[src/rtl/qe_result_fifo.sv]
// qe_result_fifo: first-word-fall-through FIFO for QE_M results with drop flag/counter.
// Define QE_RES_PEAK_EN to add peak/peak_valid tracking of accepted words.
module qe_result_fifo #(
   parameter int DATA_W = 16,
   parameter int DEPTH  = 8,
   parameter int DROP_W = 8
) (
   input  logic                     clk,
   input  logic                     reset,
   input  logic                     in_valid,
   input  logic [DATA_W-1:0]        in_result,
   input  logic                     clear,
   input  logic                     out_ready,
   output logic                     out_valid,
   output logic [DATA_W-1:0]        out_data,
   output logic [$clog2(DEPTH):0]   count,
   output logic                     full,
   output logic                     empty,
   output logic                     overflow,
   output logic [DROP_W-1:0]        drop_cnt
`ifdef QE_RES_PEAK_EN
   ,
   output logic [DATA_W-1:0]        peak,
   output logic                     peak_valid
`endif
);
   localparam int AW = $clog2(DEPTH);
   localparam logic [AW:0] FULL_CNT = (AW+1)'(DEPTH);
   logic [DATA_W-1:0] mem_q [DEPTH];
   logic [DATA_W-1:0] mem_d [DEPTH];
   logic [AW-1:0]     wr_ptr_q, wr_ptr_d, rd_ptr_q, rd_ptr_d;
   logic [AW:0]       count_q, count_d;
   logic              overflow_q, overflow_d;
   logic [DROP_W-1:0] drop_cnt_q, drop_cnt_d;
   logic              push, pop, drop;
   assign full      = count_q == FULL_CNT;
   assign empty     = count_q == '0;
   assign out_valid = !empty;
   assign out_data  = mem_q[rd_ptr_q];
   assign count     = count_q;
   assign overflow  = overflow_q;
   assign drop_cnt  = drop_cnt_q;
   assign pop       = out_valid & out_ready;
   assign push      = in_valid & (!full | pop);
   assign drop      = in_valid & full & !pop;
   // clear behaves like reset for pointers and flags; words offered during clear are simply ignored
   always_comb begin
      mem_d = mem_q;
      if (push && !clear) mem_d[wr_ptr_q] = in_result;
      wr_ptr_d   = clear ? '0 : wr_ptr_q + AW'(push);
      rd_ptr_d   = clear ? '0 : rd_ptr_q + AW'(pop);
      count_d    = clear ? '0 : count_q + (AW+1)'(push) - (AW+1)'(pop);
      overflow_d = !clear & (overflow_q | drop);
      drop_cnt_d = clear ? '0 : drop_cnt_q + DROP_W'(drop && drop_cnt_q != '1);
   end
   always_ff @(posedge clk) begin
      if (reset) begin
         mem_q      <= '{default: '0};
         wr_ptr_q   <= '0;
         rd_ptr_q   <= '0;
         count_q    <= '0;
         overflow_q <= 1'b0;
         drop_cnt_q <= '0;
      end else begin
         mem_q      <= mem_d;
         wr_ptr_q   <= wr_ptr_d;
         rd_ptr_q   <= rd_ptr_d;
         count_q    <= count_d;
         overflow_q <= overflow_d;
         drop_cnt_q <= drop_cnt_d;
      end
   end
`ifdef QE_RES_PEAK_EN
   logic [DATA_W-1:0] peak_q, peak_d;
   logic              peak_valid_q, peak_valid_d;
   assign peak       = peak_q;
   assign peak_valid = peak_valid_q;
   always_comb begin
      peak_d       = clear ? '0 : (push && in_result > peak_q) ? in_result : peak_q;
      peak_valid_d = !clear & (peak_valid_q | push);
   end
   always_ff @(posedge clk) begin
      if (reset) begin
         peak_q       <= '0;
         peak_valid_q <= 1'b0;
      end else begin
         peak_q       <= peak_d;
         peak_valid_q <= peak_valid_d;
      end
   end
`endif
endmodule

[config.mk]
export PLATFORM = sky130hd
export DESIGN_NAME = qe_result_fifo
export DESIGN_NICKNAME = d
export VERILOG_FILES = /design/src/rtl/qe_result_fifo.sv
export SDC_FILE = /design/constraint.sdc
export NUM_CORES = 1
export LEC_CHECK = 0
export CORE_UTILIZATION = 48
export DETAILED_ROUTE_END_ITERATION = 6
export GPL_ROUTABILITY_DRIVEN = 0
export MAX_ROUTING_LAYER = met4
export PLACE_DENSITY = 0.67
export SYNTH_ARGS = -nofsm -noshare
export SYNTH_HDL_FRONTEND = slang
export SYNTH_SLANG_ARGS = --single-unit
export TNS_END_PERCENT = 20
[constraint.sdc]
create_clock -name clk -period 7.3 [get_ports clk]
set_clock_uncertainty 0.05 [all_clocks]
set_input_delay 1.825 -clock clk [delete_from_list [all_inputs] [get_ports clk]]
set_output_delay 1.825 -clock clk [all_outputs]
set_load 0.1 [all_outputs]
-- Yosys cells after proc, flatten, opt, wreduce, memory -nomap -nowiden
Cells that the tools add are included.
- register bits: 147
- latch bits: 0
- bits in writable memories: 0
- ROM bits: 0
- input port bits: 21
- output and inout port bits: 32
- word-level logic and storage cells: 47
- memories kept: 0
- add/sub/neg operators: 5
- $mul: 0
- div/mod/pow operators: 0
- order comparisons: 3
- eq/ne operators: 2
- shift operators: 0
- multiplexer cells: 6
- bitwise operators: 9
- reduce and logical (&&, ||, !) cells: 9
- operator list (operator ; count):
    bitwise mux 128 bit ; 1
    binary-select mux 16 bit (select 3 bit) ; 1
    demux 16 bit (select 3 bit) ; 1
    two-way mux 16 bit ; 3
    adder 8 x 1 -> 8 bit ; 1
    greater-or-equal comparator 4 bit (second input constant) ; 2
    != test 8 bit (second input constant) ; 1
    inverter 3 -> 4 bit ; 2
    adder 3 x 1 -> 3 bit ; 2
    AND 1 bit ; 5
    adder 4 x 1 -> 4 bit ; 1
    equality test 4 bit (second input constant) ; 1
    logical NOT 1 bit ; 4
    logical NOT 4 bit ; 1
    less-than comparator 4 x 1 -> 1 bit (second input constant) ; 1
    subtractor 4 x 1 -> 4 bit ; 1
    logical AND 1 bit ; 3
    OR 1 bit ; 2
    OR reduction 2 bit ; 1

-- Depth between registers and ports, before layout
Gate-level depths: netlist of run 1.
- depth in word-level cells: 7
- depth in mapped cells: 13
- gate-level depth less buffers: 11

-- Worst setup path before layout of run 1
OpenSTA, ideal clock, no wires.
- kind: register -> output
- from: reg count_q[2] (netlist: count[2])
- to: out empty
- arrival time: 2.733 ns
- data required time: 5.425 ns
- path slack: 2.692 ns
- cell stages (with the launch flop): 5
- buffers on the path: 0
- cells stage by stage: dfxtp_1 inv_1 ha_1 nand2_1 inv_1
- word-level cells in the longest chain between the ends: 1
- RTL lines (what ; line ; text):
    start: declaration ; 32 ; logic [AW:0] count_q, count_d;
    start signal: assignment ; 68 ; count_q <= count_d;
    logical NOT 4 bit ; 37 ; assign empty = count_q == '0;
    end: declaration ; 18 ; output logic empty,
No other way between the ends.

-- Final worst setup path of run 1
- from: reg rd_ptr_q[0]
- to: out out_data[12]
- word-level cells in the longest chain between the ends: 4
- RTL lines (what ; line ; text):
    start: declaration ; 31 ; logic [AW-1:0] wr_ptr_q, wr_ptr_d, rd_ptr_q, rd_ptr_d;
    start signal: assignment ; 67 ; rd_ptr_q <= rd_ptr_d;
    inverter 3 -> 4 bit (implied by the code) ; 39 ; assign out_data = mem_q[rd_ptr_q];
    binary-select mux 16 bit (select 3 bit) ; 39 ;
    two-way mux 16 bit (implied by the code) (2 in a row) ; 39 ;
    end: declaration ; 15 ; output logic [DATA_W-1:0] out_data,
No other way between the ends. The select of a mux whose other input is x is not followed.

==> qor.txt, run 1 <==
Mapped Area -> 7050 um2
post-synth cell types -> 36
Pre-antenna DRT Iters -> 4
Max Cap Viol -> 0
post-route clock period utilization -> 73.3%
Fillers -> 1195
Yosys reg bits -> 147
ant diodes -> 0
final slew viol count -> 0
CORE AREA -> 14100 um2
WP data required -> 5.43 ns
drt total wl -> 14600 um
RSZ-0062 raised after global routing -> no
WL met1 -> 6920 um
Initial Utilization -> 50.0%
Layout area overhead -> 15.4%
relative slew slack -> 31.2%
crit end category -> primary output
status -> finished, final reports clean
uppermost routed layer -> met4
Cell Pwr Density -> 241 nW/um2
largest net degree at the start of global routing -> 78
TritonCTS buffer count -> 17
# clock sinks -> 147
# IOs -> 53
final hold violations -> 0
commonest non-fill, non-tap cell in the layout -> dfxtp_1
Final #Nets -> 671
row count -> 43
CTS tree -> yes
Mapped Cells -> 611
worst path cell trace -> buf_4, mux4_2, mux2_2, clkdlybuf4s50_1
Met3 Wirelength -> 365 um
most frequent cells in the layout -> dfxtp_1 (146), nand2b_1 (144), mux2i_1 (129)
reg-to-reg slack, setup -> 4.45 ns
CTS clock-pin slew for the worst setup and hold paths -> 0.06 ns
worst-path maximum fanout -> 18
Worst EP arrival -> 3.48 ns
net count after synthesis -> 645
Clock Latency Late Sink -> 0.41 ns
die area -> 15200 um2
syn avg cell area -> 11.5 um2
leak pwr -> 3.57 nW
vias per cell -> 5.38
maximum buffer depth of the clock tree -> 2
total track usage -> 21.7%
Ys Warns -> 0
WL met2 -> 7160 um
register area share after synthesis -> 41.8%
ANT nets after route -> 0
DR vias -> 4456
Hold Path Class -> flop to flop
VDD IR max -> 0.157 mV
floorplan die height -> 123 um
startpoint types -> flop
post-cts gate resize count -> 0
Achievable Freq -> 187 MHz
crit path time final -> 5.35 ns
kind of critical path -> flop to primary output
# Post-CTS Setup Buffers -> 0
initial DRC count -> 345
Buffers on Ports -> 52
Post-Route Setup TNS -> 0 ns
Largest stage delay, worst path -> 0.98 ns
CP max-delay cell -> clkdlybuf4s50_1
Post-CTS Hold Fix Bufs -> 0
setup violators final -> 0
number of global-route vias before repair -> 4550
htree depth -> 4
drc violations -> 0
first-pass GRT wire length -> 23800 um
worst-margin pin slew -> 1.03 ns
die width -> 123 um
HPWL Detailed -> 8880 um
initial antenna violation count -> 0
worst hold slack -> 0.422 ns
layout cell share with drive strength beyond 1 -> 15.1%
wire per inst -> 17.6 um
clock root cell -> clkbuf_16
global route overflow -> 0
-- final cells by class --
cell class	count	area [um2]	share of cell area, %
tap	180	225	2.77
clock buffer	28	547	6.73
clock inverter	3	40.0	0.493
sequential	147	2940	36.2
multi-input combinational	399	3740	46.1
timing repair buffer	62	591	7.27
inverter	10	37.5	0.462
-- flip-flops by register name (all words and copies together) (netlist names) --
signal and count:
overflow 1, mem_q 128, drop_cnt 8, count 4
wr_ptr_q 3, rd_ptr_q 3
-- where the power goes --
part	internal (mW)	total [mW]	switching, mW	leakage (nW)
Combinational	0.0931	0.282	0.189	2.09
Sequential	0.815	0.829	0.0137	1.19
Clock	0.539	0.850	0.311	0.293
Total	1.45	1.96	0.513	3.57
-- per-layer routing --
metal	track usage [%]	vias up
met5	-	-
met4	8.13	0
met3	3.78	11
met2	33.9	62
met1	28.2	2225
li1	-	2158
-- synth_stat cells --
cell	instances	area (um2)
or3_1	4	25.0
mux4_2	32	721
nand4_1	2	12.5
and4bb_2	2	25.0
buf_12	4	80.1
a21oi_1	4	20.0
clkbuf_1	25	93.8
mux2i_1	129	1290
or2_2	1	6.26
nor2_1	9	33.8
nor4b_1	1	8.76
o211ai_4	3	63.8
o211a_1	2	20.0
xnor2_1	3	26.3
inv_1	10	37.5
buf_6	6	67.6
nand2b_1	144	901
o211ai_2	4	50.1
mux2_2	16	180
fa_1	1	20.0
ha_1	12	150
a21o_1	1	7.51
nor2b_1	1	6.26
dfxtp_1	147	2940
o21a_1	2	15.0
buf_1	16	60.1
buf_2	4	20.0
nand3_1	3	15.0
and2_1	8	50.1
o211ai_1	1	7.51
and4b_1	1	10.0
o21ai_0	4	20.0
or3b_1	1	8.76
nor3b_1	1	7.51
xor2_1	3	26.3
nand2_1	4	15.0
-- final timing paths --
check                   start            to  depth (start not counted)
setup / recovery  rd_ptr_q[0]  out_data[12]                          4
hold / removal      mem_q[62]     mem_q[62]                          2
setup reg to reg     count[2]      count[2]                         11
hold reg to reg     mem_q[62]     mem_q[62]                          2
-- critical path, delay by kind of cell, from the launching register on --
| family | cells | cell delay, ns |
|---|---|---|
| buffers and inverters | 2 | 1.43 |
| DFF | 1 | 0.79 |
| muxes | 2 | 0.84 |
-- through the flow --
stage / cells / setup WS, ns / util, % / total power, mW / instance area [um2]
final: 829 / 1.95 / 57.7 / 1.96 / 8130
after global routing: 829 / 1.77 / 57.7 / 2.03 / 8130
after floorplan: 611 / 2.69 / - / 1.07 / 7050
after detailed placement: 798 / 2.34 / 53.5 / 1.13 / 7540
after CTS: 829 / 1.88 / 57.7 / 1.98 / 8130
after global placement: 798 / 2.34 / 53.5 / 1.13 / 7540
-- cell families after synthesis --
logic type / Yosys count / synth area share, %
muxes: 177 / 31.1
buffers and inverters: 65 / 5.10
xor gates and xnor gates: 6 / 0.746
and+or+nand+nor: 182 / 16.0
AOI/OAI and AO/OA: 21 / 2.89
adders and majority gates: 13 / 2.42
DFF: 147 / 41.8
Power figures use the tool's default switching activity.
==> run 2, diff against run 1 <==
clock period = 5.15 ns   (was 7.3 ns; I/O delays follow)
==> qor.txt, run 2 (synthesized netlist as in run 1, its figures left out) <==
maximum buffer depth of the clock tree -> 2
Initial Utilization -> 50.0%
worst-margin pin slew -> 1.16 ns
VDD IR max -> 0.256 mV
initial antenna violation count -> 0
ant diodes -> 0
worst hold slack -> 0.413 ns
grt met3 use -> 4.75%
# Post-CTS Setup Buffers -> 0
global route overflow -> 0
gr busiest metal -> met2
Largest stage delay, worst path -> 1.14 ns
CORE AREA -> 14100 um2
kind of critical path -> flop to primary output
wire per inst -> 17.7 um
Worst EP arrival -> 2.89 ns
worst path cell trace -> inv_1, ha_1, or3b_1, inv_1, clkdlybuf4s50_1
die area -> 15200 um2
Net Sw Power -> 749 uW
CTS tree -> yes
Final #Nets -> 669
startpoint types -> flop
clock share of power -> 42.3%
crit path time final -> 4.22 ns
met2 global-route usage -> 34.2%
Most flops, register -> mem_q
clock root cell -> clkbuf_16
Finished Cell Area -> 8060 um2
Max Cap Viol -> 0
setup violators final -> 0
Post-DP Area -> 7510 um2
Achievable Freq -> 237 MHz
floorplan die height -> 123 um
DR vias -> 4431
CTS clock-pin slew for the worst setup and hold paths -> 0.06 ns
post-route clock period utilization -> 82.0%
HPWL Detailed -> 8930 um
# clock sinks -> 147
first-pass GRT wire length -> 23700 um
total track usage -> 21.7%
Buffers on Ports -> 52
Buf/Inv on CP -> 3
row count -> 43
kind of cell adding the most delay to the critical path -> buffers and inverters
ANT nets after route -> 0
crit end category -> primary output
final slew viol count -> 0
RSZ-0062 raised after global routing -> no
drc violations -> 0
Fillers -> 1190
layout cell share with drive strength beyond 1 -> 17.6%
leak pwr -> 3.57 nW
switching fraction of total power -> 27.4%
htree depth -> 4
vias per cell -> 5.35
relative slew slack -> 22.6%
Post-CTS Hold Fix Bufs -> 0
CP max-delay cell -> clkdlybuf4s50_1
commonest non-fill, non-tap cell in the layout -> dfxtp_1
Layout area overhead -> 14.5%
final hold violations -> 0
Clock Latency Late Sink -> 0.42 ns
most frequent CP cell -> inv_1
Final Util -> 57.2%
total power draw -> 2.73 mW
drt total wl -> 14700 um
met1 Use GR -> 27.6%
initial DRC count -> 218
max reg flops -> 128
status -> finished, final reports clean
WP data required -> 3.81 ns
Comb power frac -> 14.7%
most frequent cells in the layout -> dfxtp_1 (146), nand2b_1 (144), mux2i_1 (129)
largest net degree at the start of global routing -> 83
internal power -> 1.98 mW
TritonCTS buffer count -> 17
# IOs -> 53
Cell Pwr Density -> 339 nW/um2
number of global-route vias before repair -> 4567
Hold Path Class -> flop to flop
die width -> 123 um
Post-Route Setup TNS -> 0 ns
worst-path maximum fanout -> 13
post-cts gate resize count -> 0
Pre-antenna DRT Iters -> 4
Sequential Power Share -> 42.9%
==> run 2: cell count changes in the layout (fill, tap and decap cells not counted), sizes merged <==
cell | previous run | this run
buf | 11 | 25
clkbuf | 28 | 22
clkdlybuf4s50 | 51 | 35
clkinv | 2 | 6
clkinvlp | 0 | 3
==> run 2: area by class of cell <==
| class | instances | area (um2) | share of cell area, % |
|---|---|---|---|
| clock buffer | 22 | 474 | 5.88 |
| inverter | 10 | 37.5 | 0.465 |
| multi-input combinational | 399 | 3750 | 46.5 |
| clock inverter | 10 | 82.6 | 1.02 |
| sequential | 147 | 2940 | 36.5 |
| timing repair buffer | 60 | 548 | 6.80 |
| tap | 180 | 225 | 2.79 |
==> run 2: metal layers <==
metal | share of wire (%) | vias to the layer above
met5 | 0 | -
met3 | 3.1 | 19
met2 | 48 | 59
met1 | 47 | 2199
met4 | 1.4 | 0
li1 | - | 2154
==> run 2: path summary, 6_finish.rpt <==
path | from | endpoint | slack, ns | cells after the start
max | count[2] | full | 0.93 | 5
min | overflow | overflow | 0.41 | 1
max reg2reg | count[2] | count[2] | 2.30 | 11
min reg2reg | overflow | overflow | 0.41 | 1
==> run 2: power groups by stage <==
stage,logic [mW],clock network (mW),registers [mW]
after floorplan,0.299,0,1.22
after global placement,0.400,0,1.20
after detailed placement,0.405,0,1.20
after CTS,0.406,1.18,1.17
after global routing,0.429,1.24,1.18
final,0.403,1.16,1.17
==> run 2: metrics by stage <==
stage          cells  worst slack [ns]
2_1_floorplan    611              1.08
3_3_place_gp     796              1.38
3_5_place_dp     796              1.35
4_1_cts          828             0.897
5_1_grt          828             0.783
6_report         828             0.926
